--- src/rtl/bus_arb_xbar_pkg.sv ---
`default_nettype none
// +--------------------------------------------------------------------------+
// | Module  : bus_arb_xbar_pkg                                               |
// | Brief   : shared state encoding and slave map for the bus crossbar       |
// | Revision: 1.0                                                            |
// +--------------------------------------------------------------------------+
package bus_arb_xbar_pkg;

    typedef enum logic [1:0] {
        ST_IDLE = 2'd0,
        ST_ADDR = 2'd1,
        ST_DATA = 2'd2
    } state_t;

    // Width of the slave-select field taken from the top of the address.
    localparam int C_SEL_W    = 4;

    localparam int C_SLV_ROM  = 0;
    localparam int C_SLV_RAM  = 1;
    localparam int C_SLV_GPIO = 2;

endpackage
`default_nettype wire

--- src/rtl/bus_arb_xbar_rr_arbiter.sv ---
`default_nettype none
// +--------------------------------------------------------------------------+
// | Module  : bus_arb_xbar_rr_arbiter                                        |
// | Brief   : combinational round-robin arbiter, priority starts after last  |
// | Revision: 1.0                                                            |
// +--------------------------------------------------------------------------+
module bus_arb_xbar_rr_arbiter #(
    parameter int NUM_M = 2,
    parameter int IDX_W = 1
) (
    input  logic [NUM_M-1:0] i_req,
    input  logic [IDX_W-1:0] i_last_gnt,
    output logic [NUM_M-1:0] o_gnt,
    output logic [IDX_W-1:0] o_gnt_idx,
    output logic             o_gnt_vld
);

    // Each requester's distance from the slot after the last winner; nearest wins.
    always_comb begin
        int w_dist;
        int w_best;
        w_dist    = 0;
        w_best    = NUM_M;
        o_gnt_idx = '0;
        for (int i = 0; i < NUM_M; i++) begin
            if (i_req[i]) begin
                w_dist = i - int'(i_last_gnt) - 1;
                if (w_dist < 0) begin
                    w_dist = w_dist + NUM_M;
                end
                if (w_dist < w_best) begin
                    w_best    = w_dist;
                    o_gnt_idx = IDX_W'(i);
                end
            end
        end
        o_gnt_vld = |i_req;
        o_gnt     = o_gnt_vld ? (NUM_M'(1) << o_gnt_idx) : '0;
    end

endmodule
`default_nettype wire

--- src/rtl/bus_arb_xbar.sv ---
`default_nettype none
// +--------------------------------------------------------------------------+
// | Module  : bus_arb_xbar                                                   |
// | Brief   : NUM_M x NUM_S shared-bus interconnect, round-robin arbitration |
// | Revision: 1.0                                                            |
// +--------------------------------------------------------------------------+
module bus_arb_xbar
    import bus_arb_xbar_pkg::*;
#(
    parameter int NUM_M  = 2,
    parameter int NUM_S  = 3,
    parameter int ADDR_W = 32,
    parameter int DATA_W = 32
) (
    input  logic                      clk,
    input  logic                      rst,
    input  logic [NUM_M-1:0]          m_req_i,
    input  logic [NUM_M-1:0]          m_we_i,
    input  logic [NUM_M*ADDR_W-1:0]   m_addr_i,
    input  logic [NUM_M*DATA_W-1:0]   m_wdata_i,
    output logic [NUM_M*DATA_W-1:0]   m_rdata_o,
    output logic [NUM_M-1:0]          m_ack_o,
    output logic [NUM_M-1:0]          m_err_o,
    output logic [NUM_S*ADDR_W-1:0]   s_addr_o,
    output logic [NUM_S-1:0]          s_we_o,
    output logic [NUM_S*DATA_W-1:0]   s_wdata_o,
    input  logic [NUM_S*DATA_W-1:0]   s_rdata_i,
    output logic [NUM_M-1:0]          hold_flag_o
);

    localparam int IDX_W = $clog2(NUM_M);
    localparam int LOW_W = ADDR_W - C_SEL_W;

    state_t                 r_state;
    state_t                 w_state_nxt;
    logic [IDX_W-1:0]       r_gnt;
    logic [LOW_W-1:0]       r_addr;
    logic                   r_we;
    logic [DATA_W-1:0]      r_wdata;
    logic [C_SEL_W-1:0]     r_sel;

    logic                   w_dec_err;
    logic                   w_latch;
    logic [NUM_M-1:0]       w_arb_req;
    logic [NUM_M-1:0]       w_arb_gnt;
    logic [IDX_W-1:0]       w_arb_idx;
    logic                   w_arb_vld;
    logic [ADDR_W-1:0]      w_win_addr;
    logic                   w_win_we;
    logic [DATA_W-1:0]      w_win_wdata;
    logic [DATA_W-1:0]      w_sel_rdata;

    assign w_dec_err = (int'(r_sel) >= NUM_S);

    // In DATA the master being acked still holds its old request, so mask it out.
    assign w_arb_req = (r_state == ST_DATA) ? (m_req_i & ~(NUM_M'(1) << r_gnt)) : m_req_i;

    bus_arb_xbar_rr_arbiter #(
        .NUM_M (NUM_M),
        .IDX_W (IDX_W)
    ) u_rr_arbiter (
        .i_req      (w_arb_req),
        .i_last_gnt (r_gnt),
        .o_gnt      (w_arb_gnt),
        .o_gnt_idx  (w_arb_idx),
        .o_gnt_vld  (w_arb_vld)
    );

    always_comb begin
        w_win_addr  = '0;
        w_win_we    = 1'b0;
        w_win_wdata = '0;
        for (int i = 0; i < NUM_M; i++) begin
            if (w_arb_gnt[i]) begin
                w_win_addr  = m_addr_i[i*ADDR_W +: ADDR_W];
                w_win_we    = m_we_i[i];
                w_win_wdata = m_wdata_i[i*DATA_W +: DATA_W];
            end
        end
    end

    always_comb begin
        w_state_nxt = r_state;
        w_latch     = 1'b0;
        case (r_state)
            ST_IDLE: begin
                if (w_arb_vld) begin
                    w_latch     = 1'b1;
                    w_state_nxt = ST_ADDR;
                end
            end
            ST_ADDR: begin
                w_state_nxt = (r_we || w_dec_err) ? ST_IDLE : ST_DATA;
            end
            ST_DATA: begin
                w_latch     = w_arb_vld;
                w_state_nxt = w_arb_vld ? ST_ADDR : ST_IDLE;
            end
            default: w_state_nxt = ST_IDLE;
        endcase
    end

    always_comb begin
        m_ack_o     = '0;
        m_err_o     = '0;
        m_rdata_o   = '0;
        s_addr_o    = '0;
        s_we_o      = '0;
        s_wdata_o   = '0;
        w_sel_rdata = '0;
        for (int k = 0; k < NUM_S; k++) begin
            if (int'(r_sel) == k) begin
                w_sel_rdata = s_rdata_i[k*DATA_W +: DATA_W];
                if (r_state == ST_ADDR) begin
                    s_addr_o[k*ADDR_W +: ADDR_W]  = {{C_SEL_W{1'b0}}, r_addr};
                    s_we_o[k]                     = r_we;
                    s_wdata_o[k*DATA_W +: DATA_W] = r_wdata;
                end
            end
        end
        for (int i = 0; i < NUM_M; i++) begin
            if (int'(r_gnt) == i) begin
                if (r_state == ST_ADDR && (r_we || w_dec_err)) begin
                    m_ack_o[i] = 1'b1;
                    m_err_o[i] = w_dec_err;
                end
                if (r_state == ST_DATA) begin
                    m_ack_o[i]                    = 1'b1;
                    m_rdata_o[i*DATA_W +: DATA_W] = w_sel_rdata;
                end
            end
        end
    end

    assign hold_flag_o = m_req_i & ~m_ack_o;

    // r_gnt doubles as the round-robin pointer; reset value gives master 0 top priority.
    always_ff @(posedge clk or negedge rst) begin
        if (!rst) begin
            r_state <= ST_IDLE;
            r_gnt   <= IDX_W'(NUM_M - 1);
            r_addr  <= '0;
            r_we    <= 1'b0;
            r_wdata <= '0;
            r_sel   <= '0;
        end else begin
            r_state <= w_state_nxt;
            if (w_latch) begin
                r_gnt   <= w_arb_idx;
                r_addr  <= w_win_addr[LOW_W-1:0];
                r_we    <= w_win_we;
                r_wdata <= w_win_wdata;
                r_sel   <= w_win_addr[ADDR_W-1 -: C_SEL_W];
            end
        end
    end

endmodule
`default_nettype wire

--- config.mk ---
export PLATFORM = sky130hd
export DESIGN_NAME = bus_arb_xbar
export DESIGN_NICKNAME = d
export VERILOG_FILES = /design/src/rtl/bus_arb_xbar_pkg.sv /design/src/rtl/bus_arb_xbar_rr_arbiter.sv /design/src/rtl/bus_arb_xbar.sv
export SDC_FILE = /design/constraint.sdc
export NUM_CORES = 1
export LEC_CHECK = 0
export ABC_AREA = 1
export CAP_MARGIN = 10
export CORE_AREA = 2 2 192 194
export DETAILED_ROUTE_END_ITERATION = 16
export DIE_AREA = 0 0 194 196
export SLEW_MARGIN = 30
export SYNTH_ARGS = -nofsm -noshare
export SYNTH_HDL_FRONTEND = slang
export SYNTH_SLANG_ARGS = --single-unit
--- constraint.sdc ---
create_clock -name clk -period 4.7 [get_ports clk]
set_input_delay 0.94 -clock clk [delete_from_list [all_inputs] [get_ports clk]]
set_output_delay 0.94 -clock clk [all_outputs]
set_load 0.05 [all_outputs]
==> impl_results.md, run 1 <==
- Status: completed
- Worst-path clk slew: 0.06 ns
- Setup CP Type: reg2out
- Core Area: 36100 um2
- Die Span Y: 196 um
- Yosys reg bits: 68
- Setup TNS: 0 ns
- IO Count: 495
- P per Cell Area: 319 nW/um2
- Area contributors post-synth: dfrtp_1 28%, nor2_1 18%, nand2_1 17%
- Final min period: 4.03 ns
- Final wirelength: 34200 um
- Worst Path Required: 3.76 ns
- Drt pass-1 iters: 5
- CTS tree: done
- Critical Path Source: r_sel[3]
- Max Used Layer: met5
- Vias/cell: 4.45
- Multiplexer share of the synthesized area: 0%
- Starting Density: 16.5%
- CTS max path bufs: 2
- Clk_lat worst skew: 0.34 ns
- Post-DR wirelength/cell: 17.8 um
- Main combinational cell family by area after synthesis: simple AND/OR/NAND/NOR gates
- Final Wtd Congestion: 0.899
- HPWL after detailed placement: 25400 um
- Gr ovfl total: 0
- RSZ-0062 raised after global routing: false
- Compound-Gate Fraction of Synth Area: 3.36%
- Fraction of registers with async set/reset: 100%
- Worst-path maximum fanout: 32
- # rows: 70
- Post-synth EDFFs: 0
- Post-Synth Simple-Gate Area: 54.5%
- Die width: 194 um
- Pleak: 5.08 nW
- Int Pwr: 1.85 mW
- Hold_buf cts: 0
- Vias: 8540
- Top_reg_cell synth: dfrtp_1
- Post-Synth Adder-Cell Area: 0%
- Syn Std Cell Area: 5960 um2
- Ant diodes: 0
- Slew Limit Fails: 0
- Fillers: 3899
- First-pass GRT wire length: 50800 um
- Fin util: 33.2%
- Post-synth cell types: 23
- Worst Reg-to-Reg Cells: 9
- Number of I/O port buffers: 482
- Post-layout net count: 1678
- Sequential share of the synthesized area: 28.6%
- Gr usage total: 17.3%
- DIE AREA: 38000 um2
- Synth top area share: 28.2%
- Critical Path Source Type: flop
- Net Sw Power: 1.97 mW
- Switching Share: 51.5%
- CP Capture Type: primary output
- Post-synth top cells: 281 x nor2_1, 263 x nand2_1, 101 x nand3_1
- Largest net degree at the start of global routing: 79
- Detailed-routing wirelength on met1: 13900 um
- Hold Crit Class: reg2reg
- Flop pwr share: 23.9%
- H-tree depth: 3
- DR DRC count: 0
- Hold path depth: 2
- Final setup viols: 0
- CTS Buf Count: 9
- Worst relative slew slack: 42.6%
- Skew final: 0.00697 ns
- Max Cap Viol: 0
- Worst vdd ir: 156 uV
- Layout cells sized above 1: 8.13%
- Initial antenna violation count: 2
- Mapped Avg Cell Area: 5.79 um2
- Clock power frac: 17.1%
- Worst Slack Setup Final: 0.670 ns
- Clock Tree Root: clkbuf_16
- Met3 wire length: 2580 um
- Ys Warns: 0
- Fin crit share: 85.7%
- Final Hold Fails: 0
- Cts repair resizes: 0
- R2R Setup Slk: 1.83 ns
- Antenna viol nets, final: 0
- DRT iter0 DRCs: 324
- Reg area: 1700 um2
- TritonCTS Sinks: 68
- DP Worst Slack: 1.02 ns
- Worst EP arrival: 3.09 ns
- Area occupied by multi-input gates: 3550 um2
- Worst slew pin tran: 0.861 ns
- Gate power share: 59.1%
- Post-Synth XOR/XNOR Area: 0%
- Cells after synthesis: 1028
- Met2 routed wirelength: 16800 um
- Syn-to-layout area delta: 101%
- Most frequent cell after synthesis: nor2_1
- End of the worst register-to-register path: r_sel[1]
- Setup Buffers After CTS: 0
- Critical path endpoint: s_addr_o[36]
- F_max: 248 MHz
- Post-synth top area cell: dfrtp_1
- Reg2Reg Launch Point: r_state[0]
- Fin Hold WS: 0.494 ns
- Vias in the first global route: 8487
cell usage in the layout (no fill, tap or decap):
master,n
o21ai_1,20
nand2_8,1
nand3_2,2
nor2_4,3
buf_12,64
dfstp_2,1
clkinvlp_4,2
dfrtp_1,67
nor2_1,281
clkbuf_16,9
clkbuf_8,2
nand2_1,260
conb_1,12
buf_6,1
nand3_1,99
nand3_4,2
a21boi_0,2
nand3b_1,32
clkinv_2,2
inv_1,66
clkdlybuf4s50_1,413
o21ai_0,13
buf_4,22
o21bai_1,1
nor4_1,1
nand4_1,65
inv_2,4
nor2_2,1
a31oi_1,2
nand2_2,2
cell families (layout without fill, tap and decap cells):
logic type	count (synthesis)	in the layout
flops	68	68
compound gates	38	38
buf+inv	172	585
simple gates	749	749
other cells	1	12
through the flow:
| step | cells | total power [mW] | instance area (um2) |
|---|---|---|---|
| 2_1_floorplan | 1039 | 2.30 | 6000 |
| 3_3_place_gp | 1905 | 3.18 | 11700 |
| 3_5_place_dp | 1905 | 3.20 | 11700 |
| 4_1_cts | 1920 | 3.88 | 12000 |
| 5_1_grt | 1920 | 4.08 | 12000 |
| 6_report | 1920 | 3.82 | 12000 |
worst min-delay path by stage:
stage	start	endpoint	slack, ns
6_report	r_wdata[29]	r_wdata[29]	0.49
3_5_place_dp	r_wdata[29]	r_wdata[29]	0.48
2_1_floorplan	r_we	r_state[1]	0.43
3_3_place_gp	r_wdata[21]	r_wdata[21]	0.48
5_1_grt	r_addr[18]	r_addr[18]	0.51
4_1_cts	r_wdata[29]	r_wdata[29]	0.50
critical path: stages, from the launching register on:
cell             delay, ns
dfrtp_1               0.40
nor2_4                0.20
buf_4                 0.34
nand3_4               0.45
buf_4                 0.41
nor2_1                0.12
clkdlybuf4s50_1       0.82
cell type report:
type                       count  area share (%)
clock buffer                  11            2.11
clock inverter                 4           0.209
multi-input combinational    799            29.7
timing repair buffer         500            46.7
tap                          468            4.89
inverter                      70            2.19
sequential                    68            14.2
registers in the layout, summed over array words and instances, names as in the netlist:
name and count:
r_state 2, r_gnt 1, r_we 1, r_sel 4, r_wdata 32, r_addr 28
per-layer routing:
layer | up-vias | GRT usage (%)
li1 | 4068 | -
met1 | 4005 | 20.1
met2 | 422 | 30.7
met3 | 41 | 4.23
met4 | 4 | 6.06
met5 | - | 0
power by group through the flow:
stage | sequential, mW | clock, mW | combinational [mW]
2_1_floorplan | 0.866 | 0 | 1.43
4_1_cts | 0.914 | 0.679 | 2.29
6_report | 0.911 | 0.651 | 2.25
3_5_place_dp | 0.919 | 0 | 2.28
3_3_place_gp | 0.917 | 0 | 2.26
5_1_grt | 0.937 | 0.703 | 2.44
Power figures use the tool's default switching activity.
==> inputs of run 2 (changes only) <==
--- a/config.mk
+++ b/config.mk
@@ -5,11 +5,11 @@
 export SDC_FILE = /design/constraint.sdc
 export NUM_CORES = 1
 export LEC_CHECK = 0
-export ABC_AREA = 1
+export ABC_AREA = 0
 export CAP_MARGIN = 10
-export CORE_AREA = 2 2 192 194
+export CORE_AREA = 2 2 195 197
 export DETAILED_ROUTE_END_ITERATION = 16
-export DIE_AREA = 0 0 194 196
+export DIE_AREA = 0 0 197 199
 export SLEW_MARGIN = 30
 export SYNTH_ARGS = -nofsm -noshare
 export SYNTH_HDL_FRONTEND = slang
==> run 2 against run 1 <==
Compared with the run above:
- synthesized area up 21%
- first-iteration DRC count up 16%
- count of clock-buffer cells in the layout unchanged
- worst hold slack better by 0.016 ns
- largest cell class unchanged
- clock skew up 0.0089 ns
- sequential cell count unchanged
- die area up 3.1%
- clock power up 26%
- largest power group unchanged
- total power up 52%
==> impl_results.md, run 2 <==
- Status: completed (unchanged)
- Post-synth cell types: 33 (was 23)
- Gr usage total: 16.6% (was 17.3%)
- Worst-path clk slew: 0.06 ns (about the same)
- TritonCTS Sinks: 68 (unchanged)
- Worst vdd ir: 319 uV (was 156 uV)
- Syn Std Cell Area: 7220 um2 (was 5960 um2)
- DIE AREA: 39200 um2 (was 38000 um2)
- Gate power share: 66.1% (was 59.1%)
- Final Hold Fails: 0 (unchanged)
- Clk_lat worst skew: 0.34 ns (about the same)
- RSZ-0062 raised after global routing: false (unchanged)
- Cts repair resizes: 0 (unchanged)
- Post-DR wirelength/cell: 18.9 um (was 17.8 um)
- Core Area: 37100 um2 (was 36100 um2)
- CP Capture Type: primary output (unchanged)
- F_max: 256 MHz (was 248 MHz)
- Initial antenna violation count: 1 (was 2)
- Mapped Avg Cell Area: 7.50 um2 (was 5.79 um2)
- Slowest-stage cell, CP: clkdlybuf4s50_1 (unchanged)
- DRT iter0 DRCs: 375 (was 324)
- Antenna viol nets, final: 0 (unchanged)
- Worst relative slew slack: 40.6% (was 42.6%)
- Largest registers: r_wdata (32), r_addr (28), r_sel (4) (unchanged)
- Post-layout net count: 1587 (was 1678)
- Skew final: 0.0159 ns (was 0.00697 ns)
- P per Cell Area: 461 nW/um2 (was 319 nW/um2)
- Vias: 8708 (was 8540)
- Flop pwr share: 19.7% (was 23.9%)
- Worst-path maximum fanout: 95 (was 32)
- Starting Density: 19.4% (was 16.5%)
- Clock power frac: 14.2% (was 17.1%)
- Yosys reg bits: 68 (unchanged)
- Hold Crit Class: reg2reg (unchanged)
- Post-synth EDFFs: 0 (unchanged)
- Worst Slack Setup Final: 0.796 ns (was 0.670 ns)
- First-pass GRT wire length: 50700 um (was 50800 um)
- H-tree depth: 3 (unchanged)
- Fraction of registers with async set/reset: 100% (unchanged)
- Largest register FFs: 32 (unchanged)
- Post-synth top cells: 191 x nor2_1, 130 x nand3b_1, 68 x o21a_1 (was 281 x nor2_1, 263 x nand2_1, 101 x nand3_1)
- Delay of the slowest critical-path stage: 0.86 ns (was 0.82 ns)
- Worst slew pin tran: 0.891 ns (was 0.861 ns)
- IO Count: 495 (unchanged)
- Die Span Y: 199 um (was 196 um)
- Largest net degree at the start of global routing: 107 (was 79)
- Fillers: 3858 (was 3899)
- Net Sw Power: 2.87 mW (was 1.97 mW)
- Fin util: 33.8% (was 33.2%)
- R2R Setup Slk: 2.14 ns (was 1.83 ns)
- Setup CP Type: reg2out (unchanged)
- Setup Buffers After CTS: 0 (unchanged)
- Area contributors post-synth: dfrtp_1 23%, nand3b_1 14%, nor2_1 9.9% (was dfrtp_1 28%, nor2_1 18%, nand2_1 17%)
- HPWL after detailed placement: 24800 um (was 25400 um)
- Commonest non-fill, non-tap cell in the layout: clkdlybuf4s50_1 (unchanged)
- Layout cells sized above 1: 12.7% (was 8.13%)
- Top_reg_cell synth: dfrtp_1 (unchanged)
- Worst Reg-to-Reg Cells: 5 (was 9)
- Slew Limit Fails: 0 (unchanged)
- CTS Buf Count: 9 (unchanged)
- Most frequent cells in the layout: 453 x clkdlybuf4s50_1, 190 x nor2_1, 130 x nand3b_1 (was 413 x clkdlybuf4s50_1, 281 x nor2_1, 260 x nand2_1)
- Die width: 197 um (was 194 um)
- Crit-path cells: buf_4 -> nor2b_1 -> nand2_1 -> buf_4 -> nor2_1 -> clkdlybuf4s50_1 (was nor2_4 -> buf_4 -> nand3_4 -> buf_4 -> nor2_1 -> clkdlybuf4s50_1)
- Gr ovfl total: 0 (unchanged)
- # rows: 71 (was 70)
- Int Pwr: 2.92 mW (was 1.85 mW)
- Critical Path Source Type: flop (unchanged)
- Vias/cell: 4.74 (was 4.45)
- Final wirelength: 34600 um (was 34200 um)
- Number of I/O port buffers: 482 (unchanged)
- Worst EP arrival: 2.96 ns (was 3.09 ns)
- Most frequent CP cell: buf_4 (unchanged)
- Reg2Reg Launch Point: r_state[0] (unchanged)
- CTS max path bufs: 2 (unchanged)
- Drt pass-1 iters: 5 (unchanged)
- Setup TNS: 0 ns (unchanged)
- Hold_buf cts: 0 (unchanged)
- Switching Share: 49.6% (was 51.5%)
- Cells after synthesis: 963 (was 1028)
- Hold path startpoint: r_wdata[7] (was r_wdata[29])
- Hold path depth: 1 (was 2)
- Most frequent cell after synthesis: nor2_1 (unchanged)
- Pleak: 4.66 nW (was 5.08 nW)
- Max Cap Viol: 0 (unchanged)
- CTS tree: done (unchanged)
- Post-synth top area cell: dfrtp_1 (unchanged)
- Sequential share of the synthesized area: 23.6% (was 28.6%)
- Final min period: 3.90 ns (was 4.03 ns)
- Syn-to-layout area delta: 73.9% (was 101%)
- Clock Tree Root: clkbuf_16 (unchanged)
- Critical Path Source: r_state[0] (was r_sel[3])
- Worst Path Required: 3.76 ns (about the same)
- DP Worst Slack: 0.963 ns (was 1.02 ns)
- Vias in the first global route: 8528 (was 8487)
- Fin crit share: 83.1% (was 85.7%)
- Final setup viols: 0 (unchanged)
- Largest Register: r_wdata (unchanged)
- Synth top area share: 23.2% (was 28.2%)
- DR DRC count: 0 (unchanged)
- Area occupied by multi-input gates: 4900 um2 (was 3550 um2)
- Ys Warns: 0 (unchanged)
- Reg area: 1710 um2 (was 1700 um2)
- Final Wtd Congestion: 0.741 (was 0.899)
[run 2: cell types whose count changed after synthesis, moves of 33 or more]
cell and delta:
nand2_1 -197, nand3_1 -101, nand3b_1 +98, nor2_1 -90
o21a_1 +68, a211o_1 +65, nand4_1 -65, o22ai_1 +65
inv_1 -63, nor2_2 +54, and3b_1 +33, o21ba_2 +33
[run 2: worst paths after layout]
check,endpoint
setup reg to reg,r_wdata[27]
max in group asynchronous,r_gnt
hold / removal,r_wdata[7]
min in group asynchronous,r_addr[2]
hold reg to reg,r_wdata[7]
setup / recovery,m_rdata_o[21]
[run 2: logic make-up (layout without fill, tap and decap cells)]
family,count (synthesis),in the layout,share of synthesized area [%]
other,1,13,0.0519
AOI/OAI and AO/OA,268,268,29.5
and+or+nand+nor,490,490,37.3
buffers and inverters,136,524,9.58
DFF,68,68,23.6
[run 2: through the flow]
step,hold WS (ns),total power [mW],cells,cell area (um2)
after floorplan,0.482,3.86,974,7260
after global placement,0.491,4.93,1816,12100
after detailed placement,0.499,5.00,1819,12200
after CTS,0.515,5.85,1835,12500
after global routing,0.529,6.20,1836,12600
final,0.510,5.79,1837,12600
[run 2: power by group through the flow]
stage | clock network, mW | registers (mW) | logic (mW)
3_3_place_gp | 0 | 1.13 | 3.80
3_5_place_dp | 0 | 1.15 | 3.85
6_report | 0.823 | 1.14 | 3.83
2_1_floorplan | 0 | 1.06 | 2.80
4_1_cts | 0.853 | 1.13 | 3.86
5_1_grt | 0.887 | 1.18 | 4.13
[run 2: cell type report]
type / instances / area share (%)
Multi-Input combinational cell: 770 / 39.1
Clock inverter: 5 / 0.857
Sequential cell: 68 / 13.6
Timing Repair Buffer: 505 / 39.7
Inverter: 3 / 0.0897
Antenna cell: 1 / 0.0199
Clock buffer: 11 / 1.93
Tap cell: 474 / 4.72
[run 2: worst max-delay path, delay by kind of cell (launching register included)]
family | cells | cell delay [ns]
buffers and inverters | 3 | 1.45
DFF | 1 | 0.47
and+or+nand+nor | 3 | 0.69
[run 2: routing by layer]
layer  part of all wire (%)  track usage, %  vias to the layer above
li1                       -               -                     4189
met1                     40            19.2                     4113
met2                     51            30.9                      370
met3                    6.3            3.42                       36
met4                    2.0            4.79                        0
met5                      0               0                        -
==> inputs of run 3 (changes only) <==
--- a/config.mk
+++ b/config.mk
@@ -7,9 +7,9 @@
 export LEC_CHECK = 0
 export ABC_AREA = 0
 export CAP_MARGIN = 10
-export CORE_AREA = 2 2 195 197
+export CORE_AREA = 2 2 191 193
 export DETAILED_ROUTE_END_ITERATION = 16
-export DIE_AREA = 0 0 197 199
+export DIE_AREA = 0 0 193 195
 export SLEW_MARGIN = 30
 export SYNTH_ARGS = -nofsm -noshare
 export SYNTH_HDL_FRONTEND = slang
==> constraint.sdc (replaced) <==
create_clock -name clk -period 3.3 [get_ports clk]
set_input_delay 0.66 -clock clk [delete_from_list [all_inputs] [get_ports clk]]
set_output_delay 0.66 -clock clk [all_outputs]
set_load 0.05 [all_outputs]
==> run 3 against run 2 <==
Compared with the run above:
- global-route usage increased by 2.2 points
- setup slack lost 0.51 ns
- clock skew hardly changed
- total power is 51% higher
- non-clock buffer count up 4
- highest routed layer unchanged
- core utilization up 8.7 points
==> impl_results.md, run 3 (same netlist as run 2, synthesis figures left out) <==
- Worst slew pin tran: 0.710 ns (was 0.891 ns)
- Largest Register: r_wdata (unchanged)
- P per Cell Area: 582 nW/um2 (was 461 nW/um2)
- Worst Path Required: 2.64 ns (was 3.76 ns)
- Clock Tree Root: clkbuf_16 (unchanged)
- Worst Slack Setup Final: 0.284 ns (was 0.796 ns)
- Worst-path maximum fanout: 57 (was 95)
- Layout cells sized above 1: 29.5% (was 12.7%)
- Number of I/O port buffers: 482 (unchanged)
- Worst vdd ir: 289 uV (was 319 uV)
- Skew final: 0.0162 ns (was 0.0159 ns)
- F_max: 332 MHz
- CTS Buf Count: 9 (unchanged)
- Delay of the slowest critical-path stage: 0.51 ns (was 0.86 ns)
- TritonCTS Sinks: 68 (unchanged)
- Antenna viol nets, final: 0 (unchanged)
- Worst relative slew slack: 52.7% (was 40.6%)
- Setup TNS: 0 ns (unchanged)
- Die width: 193 um (was 197 um)
- Final wirelength: 37000 um (was 34600 um)
- Final setup viols: 0 (unchanged)
- Net Sw Power: 4.27 mW (was 2.87 mW)
- Placed cell area: 14800 um2 (was 12200 um2)
- Critical Path Source Type: flop (unchanged)
- Clk_lat worst skew: 0.34 ns (about the same)
- DRT iter0 DRCs: 480 (was 375)
- Gr usage total: 18.9% (was 16.6%)
- IO Count: 495 (unchanged)
- Setup CP Type: reg2out (unchanged)
- Initial antenna violation count: 1 (unchanged)
- Final Hold Fails: 0 (unchanged)
- Slew Limit Fails: 0 (unchanged)
- Syn-to-layout area delta: 108% (was 73.9%)
- Starting Density: 20.4% (was 19.4%)
- CTS max path bufs: 2 (unchanged)
- Post-DR wirelength/cell: 20.2 um (was 18.9 um)
- Final min period: 3.02 ns
- Gr ovfl total: 0 (unchanged)
- Crit-path cells: buf_4 -> o21ba_2 -> o221ai_1 -> nor2_1 -> buf_12 (was buf_4 -> nor2b_1 -> nand2_1 -> buf_4 -> nor2_1 -> clkdlybuf4s50_1)
- Worst-path clk slew: 0.06 ns (about the same)
- Pleak: 5.79 nW (was 4.66 nW)
- Largest registers: r_wdata (32), r_addr (28), r_sel (4) (unchanged)
- Fin util: 42.5% (was 33.8%)
- Status: completed (unchanged)
- Die Span Y: 195 um (was 199 um)
- RSZ-0062 raised after global routing: false (unchanged)
- Final Wtd Congestion: 0.775 (was 0.741)
- Vias/cell: 4.89 (was 4.74)
- Final Power: 8.76 mW (was 5.79 mW)
- Clock power frac: 11.1% (was 14.2%)
- Finished Layout Cells: 1827 (was 1837)
- Post-layout net count: 1591 (was 1587)
- Flop pwr share: 18.8% (was 19.7%)
- DIE AREA: 37600 um2 (was 39200 um2)
- Switching Share: 48.8% (was 49.6%)
- Fin crit share: 91.4%
- CTS tree: done (unchanged)
- Most frequent cells in the layout: 253 x buf_12, 226 x clkdlybuf4s50_1, 190 x nor2_1 (was 453 x clkdlybuf4s50_1, 190 x nor2_1, 130 x nand3b_1)
- Hold_buf cts: 0 (unchanged)
- Gate power share: 70.1% (was 66.1%)
- Worst EP arrival: 2.36 ns (was 2.96 ns)
- CP Capture Type: primary output (unchanged)
- Fin Hold WS: 0.356 ns (was 0.510 ns)
- # rows: 69 (was 71)
- Core Area: 35400 um2 (was 37100 um2)
- Cts repair resizes: 0 (unchanged)
- Largest register FFs: 32 (unchanged)
- HPWL after detailed placement: 27400 um (was 24800 um)
- DR DRC count: 0 (unchanged)
- Largest net degree at the start of global routing: 197 (was 107)
- DP Worst Slack: 0.560 ns (was 0.963 ns)
- Placed instance count: 1811 (was 1819)
- Int Pwr: 4.49 mW (was 2.92 mW)
- H-tree depth: 3 (unchanged)
- Vias in the first global route: 9156 (was 8528)
- Drt pass-1 iters: 5 (unchanged)
- Max Cap Viol: 0 (unchanged)
- First-pass GRT wire length: 54800 um (was 50700 um)
- Vias: 8929 (was 8708)
- Hold Crit Class: in2async (was reg2reg)
- Final instance area: 15100 um2 (was 12600 um2)
- Slowest-stage cell, CP: dfrtp_2 (was clkdlybuf4s50_1)
- Setup Buffers After CTS: 0 (unchanged)
- Commonest non-fill, non-tap cell in the layout: buf_12 (was clkdlybuf4s50_1)
run 3: changes by cell type in the layout (fill, tap and decap cells not counted), moves of 2 or more:
| cell | previous run | this run |
|---|---|---|
| clkdlybuf4s50_1 | 453 | 226 |
| clkinv_2 | 0 | 3 |
| buf_4 | 45 | 27 |
| buf_12 | 5 | 253 |
| bufinv_16 | 3 | 1 |
run 3: worst max-delay path: cells and delay by family (launching register included):
family	cells	cell delay [ns]
AOI/OAI and AO/OA	2	0.66
buffers and inverters	2	0.64
DFF	1	0.51
and+or+nand+nor	1	0.18
run 3: power groups by stage:
| stage | registers [mW] | logic (mW) | clock network [mW] |
|---|---|---|---|
| after global routing | 1.71 | 6.53 | 1.05 |
| after floorplan | 1.51 | 3.99 | 0 |
| after detailed placement | 1.66 | 6.22 | 0 |
| after CTS | 1.64 | 6.23 | 1.02 |
| after global placement | 1.63 | 6.13 | 0 |
| final | 1.65 | 6.14 | 0.971 |
run 3: path summary, 6_finish.rpt:
kind / end / cells past startpoint / from / slack (ns)
worst max-delay path: m_rdata_o[50] / 5 / r_sel[0] / 0.28
worst min-delay path: r_addr[4] / 1 / rst / 0.36
worst max register to register: r_wdata[4] / 4 / r_state[1] / 1.39
worst min register to register: r_wdata[20] / 1 / r_wdata[20] / 0.51
max in group asynchronous: r_wdata[14] / 2 / rst / 2.25
min in group clk: r_wdata[20] / 1 / r_wdata[20] / 0.51
run 3: cell type report:
cell class,instances,area (um2)
Antenna cell,1,2.50
Clock buffer,10,229
Clock inverter,5,53.8
Fill cell,3470,20300
Inverter,3,11.3
Multi-Input combinational cell,770,4900
Sequential cell,68,1710
Tap cell,461,577
Timing Repair Buffer,509,7570
run 3: routing by layer:
layer	up-vias	GRT usage, %	wire length [um]
met5	-	0	0
met4	0	6.17	978
met3	45	4.92	3050
met2	393	34.4	19100
met1	4302	21.0	13900
li1	4189	-	-
